$ cat config.mk
export PLATFORM = sky130hd
export DESIGN_NAME = row_cache_ctrl
export DESIGN_NICKNAME = d
export VERILOG_FILES = /design/src/rtl/row_cache_pkg.sv /design/src/rtl/row_cache_victim_sel.sv /design/src/rtl/row_cache_ctrl.sv
export SDC_FILE = /design/constraint.sdc
export NUM_CORES = 2
export LEC_CHECK = 0
export BUFFER_PORTS_ARGS = -buffer_cell sky130_fd_sc_hd__buf_2
export CELL_PAD_IN_SITES_DETAIL_PLACEMENT = 1
export CELL_PAD_IN_SITES_GLOBAL_PLACEMENT = 2
export CORE_MARGIN = 8
export CORE_UTILIZATION = 38
export CTS_BUF_LIST = sky130_fd_sc_hd__clkbuf_16
export DETAILED_ROUTE_END_ITERATION = 8
export PLACE_DENSITY = 0.87
export SLEW_MARGIN = 20
export SYNTH_ARGS = -nofsm -noshare
export SYNTH_HDL_FRONTEND = slang
export SYNTH_SLANG_ARGS = --single-unit
export TNS_END_PERCENT = 10
$ cat constraint.sdc
create_clock -name clk -period 64.9 [get_ports clk]
set_input_delay 12.98 -clock clk [delete_from_list [all_inputs] [get_ports clk]]
set_output_delay 12.98 -clock clk [all_outputs]
set_load 0.1 [all_outputs]
$ cat src/rtl/row_cache_pkg.sv
// Shared types for the row cache controller: per-slot tag record, FSM states, slot-count helper.
// Slot fields are sized for the widest supported build (CHWIDTH <= 8, ADDRWIDTH <= 32); narrower builds zero-extend.
package row_cache_pkg;

  localparam int CH_W_MAX  = 8;
  localparam int ROW_W_MAX = 32;

  typedef struct packed {
    logic                 valid;
    logic                 dirty;
    logic [CH_W_MAX-1:0]  age;
    logic [ROW_W_MAX-1:0] rowaddr;
  } slot_t;

  typedef enum logic [2:0] {
    S_IDLE,
    S_LOOKUP,
    S_EVICT,
    S_FILL,
    S_DONE
  } state_t;

  function automatic int nslots(input int chwidth);
    return 1 << chwidth;
  endfunction

endpackage

$ cat src/rtl/row_cache_victim_sel.sv
// Combinational tag match and replacement choice over the whole slot array.
// Hit picks the lowest matching index; victim is the lowest free slot, else the oldest (lowest index on a tie).
module row_cache_victim_sel
  import row_cache_pkg::*;
#(
  parameter  int CHWIDTH = 5,
  localparam int NSLOTS  = nslots(CHWIDTH)
) (
  input  slot_t                slots_i [NSLOTS],
  input  logic [ROW_W_MAX-1:0] row_i,
  output logic                 hit_o,
  output logic [CHWIDTH-1:0]   hit_slot_o,
  output logic [CHWIDTH-1:0]   victim_slot_o,
  output logic                 victim_dirty_o
);

  logic                free_found;
  logic [CHWIDTH-1:0]  free_slot;
  logic [CHWIDTH-1:0]  lru_slot;
  logic [CH_W_MAX-1:0] lru_age;
  logic [CHWIDTH-1:0]  victim;

  always_comb begin
    hit_o      = 1'b0;
    hit_slot_o = '0;
    free_found = 1'b0;
    free_slot  = '0;
    // Descending scans so the lowest qualifying index is the last one written.
    for (int i = NSLOTS - 1; i >= 0; i--) begin
      if (slots_i[i].valid && (slots_i[i].rowaddr == row_i)) begin
        hit_o      = 1'b1;
        hit_slot_o = CHWIDTH'(i);
      end
      if (!slots_i[i].valid) begin
        free_found = 1'b1;
        free_slot  = CHWIDTH'(i);
      end
    end

    lru_slot = '0;
    lru_age  = slots_i[0].age;
    for (int i = 1; i < NSLOTS; i++) begin
      if (slots_i[i].age > lru_age) begin
        lru_slot = CHWIDTH'(i);
        lru_age  = slots_i[i].age;
      end
    end

    victim         = free_found ? free_slot : lru_slot;
    victim_slot_o  = victim;
    victim_dirty_o = slots_i[victim].valid & slots_i[victim].dirty;
  end

endmodule

$ cat src/rtl/row_cache_ctrl.sv
// Fully associative row-tag manager with true-LRU replacement and evict/fill handshakes.
// Optional ROW_CACHE_STATS_EN adds saturating hit/miss/evict counters.
module row_cache_ctrl
  import row_cache_pkg::*;
#(
  parameter int CHWIDTH   = 5,
  parameter int ADDRWIDTH = 17
) (
  input  logic                 clk,
  input  logic                 rst,
  input  logic                 rd,
  input  logic                 wr,
  input  logic [ADDRWIDTH-1:0] row_id,
  output logic                 ready,
  output logic                 done,
  output logic                 hit,
  output logic [CHWIDTH-1:0]   crow_id,
  output logic                 hold,
  output logic                 evict_req,
  output logic [CHWIDTH-1:0]   evict_slot,
  output logic [ADDRWIDTH-1:0] evict_row,
  output logic                 fill_req,
  output logic [CHWIDTH-1:0]   fill_slot,
  output logic [ADDRWIDTH-1:0] fill_row,
  input  logic                 sync
`ifdef ROW_CACHE_STATS_EN
  ,
  output logic [31:0]          hit_cnt,
  output logic [31:0]          miss_cnt,
  output logic [31:0]          evict_cnt
`endif
);

  localparam int                  NSLOTS     = nslots(CHWIDTH);
  localparam logic [CH_W_MAX-1:0] AGE_OLDEST = CH_W_MAX'(NSLOTS - 1);

  state_t                 state_q, state_d;
  logic [ADDRWIDTH-1:0]   row_q, row_d;
  logic                   wr_q, wr_d;
  logic [CHWIDTH-1:0]     slot_q, slot_d;
  logic                   hit_q, hit_d;
  slot_t                  slots_q [NSLOTS];

  logic [ROW_W_MAX-1:0]   row_ext;
  logic                   vs_hit;
  logic [CHWIDTH-1:0]     vs_hit_slot;
  logic [CHWIDTH-1:0]     vs_victim_slot;
  logic                   vs_victim_dirty;

  assign row_ext = ROW_W_MAX'(row_q);

  row_cache_victim_sel #(.CHWIDTH(CHWIDTH)) u_victim_sel (
    .slots_i        (slots_q),
    .row_i          (row_ext),
    .hit_o          (vs_hit),
    .hit_slot_o     (vs_hit_slot),
    .victim_slot_o  (vs_victim_slot),
    .victim_dirty_o (vs_victim_dirty)
  );

  always_comb begin
    state_d = state_q;
    row_d   = row_q;
    wr_d    = wr_q;
    slot_d  = slot_q;
    hit_d   = hit_q;
    case (state_q)
      S_IDLE: begin
        if (rd || wr) begin
          state_d = S_LOOKUP;
          row_d   = row_id;
          wr_d    = wr;
        end
      end
      S_LOOKUP: begin
        slot_d = vs_hit ? vs_hit_slot : vs_victim_slot;
        hit_d  = vs_hit;
        if (vs_hit)               state_d = S_DONE;
        else if (vs_victim_dirty) state_d = S_EVICT;
        else                      state_d = S_FILL;
      end
      S_EVICT: if (sync) state_d = S_FILL;
      S_FILL:  if (sync) state_d = S_DONE;
      S_DONE:  state_d = S_IDLE;
      default: state_d = S_IDLE;
    endcase
  end

  always_ff @(posedge clk or posedge rst) begin
    if (rst) begin
      state_q <= S_IDLE;
      row_q   <= '0;
      wr_q    <= 1'b0;
      slot_q  <= '0;
      hit_q   <= 1'b0;
    end else begin
      state_q <= state_d;
      row_q   <= row_d;
      wr_q    <= wr_d;
      slot_q  <= slot_d;
      hit_q   <= hit_d;
    end
  end

  // A filled slot starts as oldest so the DONE update ages every other valid slot.
  always_ff @(posedge clk or posedge rst) begin
    if (rst) begin
      for (int i = 0; i < NSLOTS; i++) begin
        slots_q[i].valid   <= 1'b0;
        slots_q[i].dirty   <= 1'b0;
        slots_q[i].age     <= AGE_OLDEST;
        slots_q[i].rowaddr <= '0;
      end
    end else begin
      case (state_q)
        S_EVICT: begin
          if (sync) begin
            slots_q[slot_q].valid <= 1'b0;
            slots_q[slot_q].dirty <= 1'b0;
          end
        end
        S_FILL: begin
          if (sync) begin
            slots_q[slot_q].valid   <= 1'b1;
            slots_q[slot_q].dirty   <= 1'b0;
            slots_q[slot_q].rowaddr <= row_ext;
            slots_q[slot_q].age     <= AGE_OLDEST;
          end
        end
        S_DONE: begin
          for (int i = 0; i < NSLOTS; i++) begin
            if ((CHWIDTH'(i) != slot_q) && slots_q[i].valid &&
                (slots_q[i].age < slots_q[slot_q].age))
              slots_q[i].age <= slots_q[i].age + CH_W_MAX'(1);
          end
          slots_q[slot_q].age <= '0;
          if (wr_q) slots_q[slot_q].dirty <= 1'b1;
        end
        default: ;
      endcase
    end
  end

  assign ready      = (state_q == S_IDLE);
  assign done       = (state_q == S_DONE);
  assign hit        = done & hit_q;
  assign crow_id    = done ? slot_q : '0;
  assign evict_req  = (state_q == S_EVICT);
  assign fill_req   = (state_q == S_FILL);
  assign hold       = evict_req | fill_req;
  assign evict_slot = evict_req ? slot_q : '0;
  assign evict_row  = evict_req ? slots_q[slot_q].rowaddr[ADDRWIDTH-1:0] : '0;
  assign fill_slot  = fill_req ? slot_q : '0;
  assign fill_row   = fill_req ? row_q : '0;

`ifdef ROW_CACHE_STATS_EN
  always_ff @(posedge clk or posedge rst) begin
    if (rst) begin
      hit_cnt   <= '0;
      miss_cnt  <= '0;
      evict_cnt <= '0;
    end else begin
      if (done && hit && (hit_cnt != '1))   hit_cnt  <= hit_cnt + 32'd1;
      if (done && !hit && (miss_cnt != '1)) miss_cnt <= miss_cnt + 32'd1;
      if (evict_req && sync && (evict_cnt != '1)) evict_cnt <= evict_cnt + 32'd1;
    end
  end
`endif

endmodule

Word-level counts from Yosys, hierarchy flattened
Index checks and enable logic that the tools add are counted.
Storage, ports and cells
  output and inout port bits: 55
  input port bits: 22
  register bits: 1371
  word-level logic and storage cells: 702
Cells by class
  $lt $le $gt $ge: 66
  muxes and demuxes: 292
  equality and inequality tests: 70
  add/sub/neg operators: 32
  bitwise gates (word level): 5
  reductions and logical operators: 104
Operators with widths (count)
  $bwmux 1344: 8
  $mux 1344: 3
  $pmux 1344 s3: 1
  $eq 32x17->1: 32
  $demux 42 s5: 4
  $mux 8: 94
  $mux 5: 85
  $bmux 42 s5: 2
  $add 8x1->8 const B: 32
  $lt 8x8->1: 32
  $gt 8x8->1: 31
  $mux 42: 3
  $mux 40: 3
  $logic_and 1x1->1: 97
  $ne 5x5->1 const A: 16
  $mux 1: 66
  $mux 41: 1
  $ne 4x5->1 const A: 8
  $mux 17: 2
  $mux 32: 1
  $mux 4: 8
  $mux 3: 8
  $ne 3x5->1 const A: 4
  $ge 6x6->1 const B: 2
  18 further kinds: 26

Logic depth before layout (Yosys ltp)
  depth after elaboration: 71
  depth in mapped cells: 363
  mapped depth without buffers: 338

Modules after synthesis
Synthesis repeated with hierarchy kept, for this count alone.
Unflattened totals
  cells, all modules: 9455
  area, all modules: 90610.7 um^2
By module, submodules not included
  row_cache_ctrl: area an instance 66392.4 um^2, times used 1, cells each 6060
  row_cache_victim_sel: area an instance 24218.2 um^2, times used 1, cells each 3395

Least setup slack after synthesis
OpenSTA, ideal clock, no wires.
  path type: register -> register
  start point: reg (tool-made name)
  end point: reg state_q[0]
  path slack: 4.594 ns
  required time: 64.780 ns
  stages on the path, launching flop included: 337
  setup time: 0.120 ns
  clock period less this slack: 60.306 ns
  arrival: 60.186 ns
  cell sequence: dfrtp_1 clkbuf_1 inv_1 ha_1 a211o_1 a21oi_2 a21o_1 clkbuf_1 mux2i_1 ha_1 nor2b_1 o31ai_1 a21oi_1 o32ai_1 mux2_2 clkbuf_1 nor2_1 a21oi_1 [301 not listed] clkbuf_1 nor2_1 a21o_1 ha_1 a21o_1 a21o_1 a21oi_1 o21ai_0 o21a_1 nor2_1 and2_1 nand2_4 o31ai_4 and3_1 a311oi_1 or4_1 a41o_1 a31o_1
RTL lines
  to (signal assigned): line row_cache_ctrl.sv:97  | state_q <= state_d;
  to (decl): line row_cache_ctrl.sv:37  | state_t state_q, state_d;

==> impl_results.md <==
- Biggest area contributors in the synthesized netlist: dfrtp_1 36%, ha_1 7.1%, mux4_2 6.7%, o21ai_0 5.7%, nand2_1 5.4%
- Synthesized netlist cell count: 8756
- Final hold vios: 0
- Clock transition at path regs: 0.07 ns
- Leading cell types in the layout, fill and taps excluded: 1192 x nand2_1, 1187 x dfrtp_1, 947 x o21ai_0
- Number of nets at the end of the flow: 9256
- Flip-flop and latch count after synthesis: 1371
- Final setup violation count: 0
- Number of synthesized flops with an enable pin: 0
- Drt drc: 0
- Number of vias in the routed layout: 72837
- Worst min-delay path category: flip-flop to flip-flop
- Worst path max stage delay: 0.60 ns
- Max H-tree Level: 4
- Detailed-route vias per instance: 6.19
- Clock buffers created by TritonCTS: 158
- FP Rows: 172
- Sort of element at the end of the critical path: flip-flop
- Count of input and output buffers: 76
- Share of async-settable or async-resettable flops after synthesis: 100%
- I/O pin total: 77
- Detailed placer's ending HPWL: about 230000 um
- Via count of the first global-routing pass: 75495
- Clk root buf: clkbuf_16
- Count of cell types in the netlist: between 100 and 150
- Die X: 485 um
- Status: finished, final reports clean
- Summed negative setup slack over all endpoints: 0 ns
- Worst-path cell with the longest stage delay: a31oi_2
- Final worst path period share: 94.3%
- Wirelength, routed: about 330000 um
- Die boundary height: roughly 490 um
- Top Family by Delay on Critical Path: compound AO/OA/AOI/OAI gates
- Non-Filler Instances: 11765
- Category of the worst setup path launch point: flip-flop
- Fmax: 0.0163 GHz
- Worst Path Max Fanout: 15
- Placed inst area: 87500 um2
- Sequential-to-total area share from yosys stat: 41.3%
- Share of Yosys cell area claimed by the top area cell type: 36.2%
- Average detailed-routed wire length per instance: 28.4 um
- DR iter-0 viols: between 7000 and 8000
- Remaining antenna violation count: 0
- Most instantiated flip-flop cell in the synthesis netlist: dfrtp_1
- Iteration count of the initial detailed-routing pass: 6
- Worst-Skew Late Latency: 0.83 ns
- Area overhead of the layout relative to synthesis: 11.6%
- First-pass GRT wire length: 499000 um
- Number of antenna violations at the first check in global routing: 15
- Worst Path Buf+Inv: 42
- Number of pins with negative max-slew slack in the final report: 0
- Total standard cell area after synthesis: ~84000 um2
- Total GRT Usage: ~27%
- Clock sink count: 1371
- Data required time at the worst endpoint: ~66 ns
- Avg Inst Size Synth: 9.55 um2
- Most common cell after layout, fill and taps aside: nand2_1
- Syn nets: 9254
- Design area: 93400 um2
- Cell count after placement: 11415
- Actual slew at the worst max-slew pin: ~1.3 ns
- Fill count: 24595
- Max clock buf depth: 3
- Count of hold buffers inserted by post-cts repair: 0
- Most common cell on crit path: ha_1
- Synth area leader: dfrtp_1
- Class of the most critical setup path: flip-flop to flip-flop
- Final Critical Period: 61.23 ns
- Initial cell density of the core: 38.1%
- Ratio of cells with drive above 1 in the final layout: 13.8%
- Worst max-slew margin expressed relative to the limit: 14.0%
- Routability Congestion: 0.948
- Core area: 219000 um2
- Area of the die: 235000 um2
- Flop-to-flop setup slack: 3.67 ns
- Number of maximum-capacitance constraint violations: 0
- Hold Worst Slack: 0.484 ns
- Largest net degree at the start of global routing: between 100 and 150
- Warnings from Yosys: 0
- Global route total overflow: 0
- Fin Clk Skew: 0.0370 ns
- Crit path DAT: ~62 ns
- TritonCTS clock tree: built
metrics by stage:
step	util, %	worst slack [ns]
global route	42.6	-0.237
global placement	39.9	0.753
CTS	42.3	0.0754
floorplan	-	4.59
detailed placement	39.9	-1.15
finish	42.6	3.67
area by class of cell:
cell class,count,area [um2],area share (%)
inverters,293,1110,1.19
repair buffers,320,2280,2.44
multi-input cells,6614,46700,50.0
clock buffers,162,4050,4.34
diodes,11,27.5,0.0295
clock inverters,123,1040,1.12
well taps,2871,3590,3.85
flip-flops and latches,1371,34600,37.0
cells by family (layout without fill, tap and decap cells):
kind of cell / count (synthesis) / in the layout / synth area share, %
AOI/OAI and AO/OA: 1899 / 1902 / 13.6
xor gates and xnor gates: 560 / 560 / 5.86
adders and majority gates: 483 / 483 / 7.20
buffers and inverters: 775 / 898 / 3.52
DFF: 1371 / 1371 / 41.3
muxes: 474 / 474 / 9.63
other: 0 / 11 / 0
and+or+nand+nor: 3194 / 3195 / 19.0
synthesized netlist by cell type, drive strengths merged (166+ instances only):
cell / instances
dfrtp: 1211
nand4: 189
ha: 476
inv: 292
o21ai: 962
and2: 506
nand2: 1209
xnor2: 401
nor2: 457
clkbuf: 400
nor4: 166
mux4: 250
a21oi: 353
metal layers:
layer | wire length [um] | share of wire, % | GRT usage (%)
met2 | 148000 | 44 | 42.2
met3 | 27700 | 8.3 | 5.91
met5 | 50 | 0.015 | 0
met4 | 18100 | 5.4 | 12.9
met1 | 141000 | 42 | 37.0
repair_timing:
action | 4_1_cts | 5_1_grt
setup endpoints to repair | 6 | 6
cloned | 0 | 4
pin swaps | 3 | 9
gates resized for setup | 4 | 77
buffers inserted | 7 | 42
worst paths after layout:
| path | to | from | depth (start not counted) |
|---|---|---|---|
| min in group asynchronous | async pin | rst | 2 |
| max in group asynchronous | async pin | rst | 7 |
| worst min register to register | flip-flop | flip-flop | 1 |
| worst min-delay path | flip-flop | flip-flop | 1 |
| worst max-delay path | state_q[0] | flip-flop | 317 |
| worst max register to register | state_q[0] | flip-flop | 317 |
Power is not shown: default switching activity piles up to over one toggle a cycle in this logic, so the estimate is an artifact.
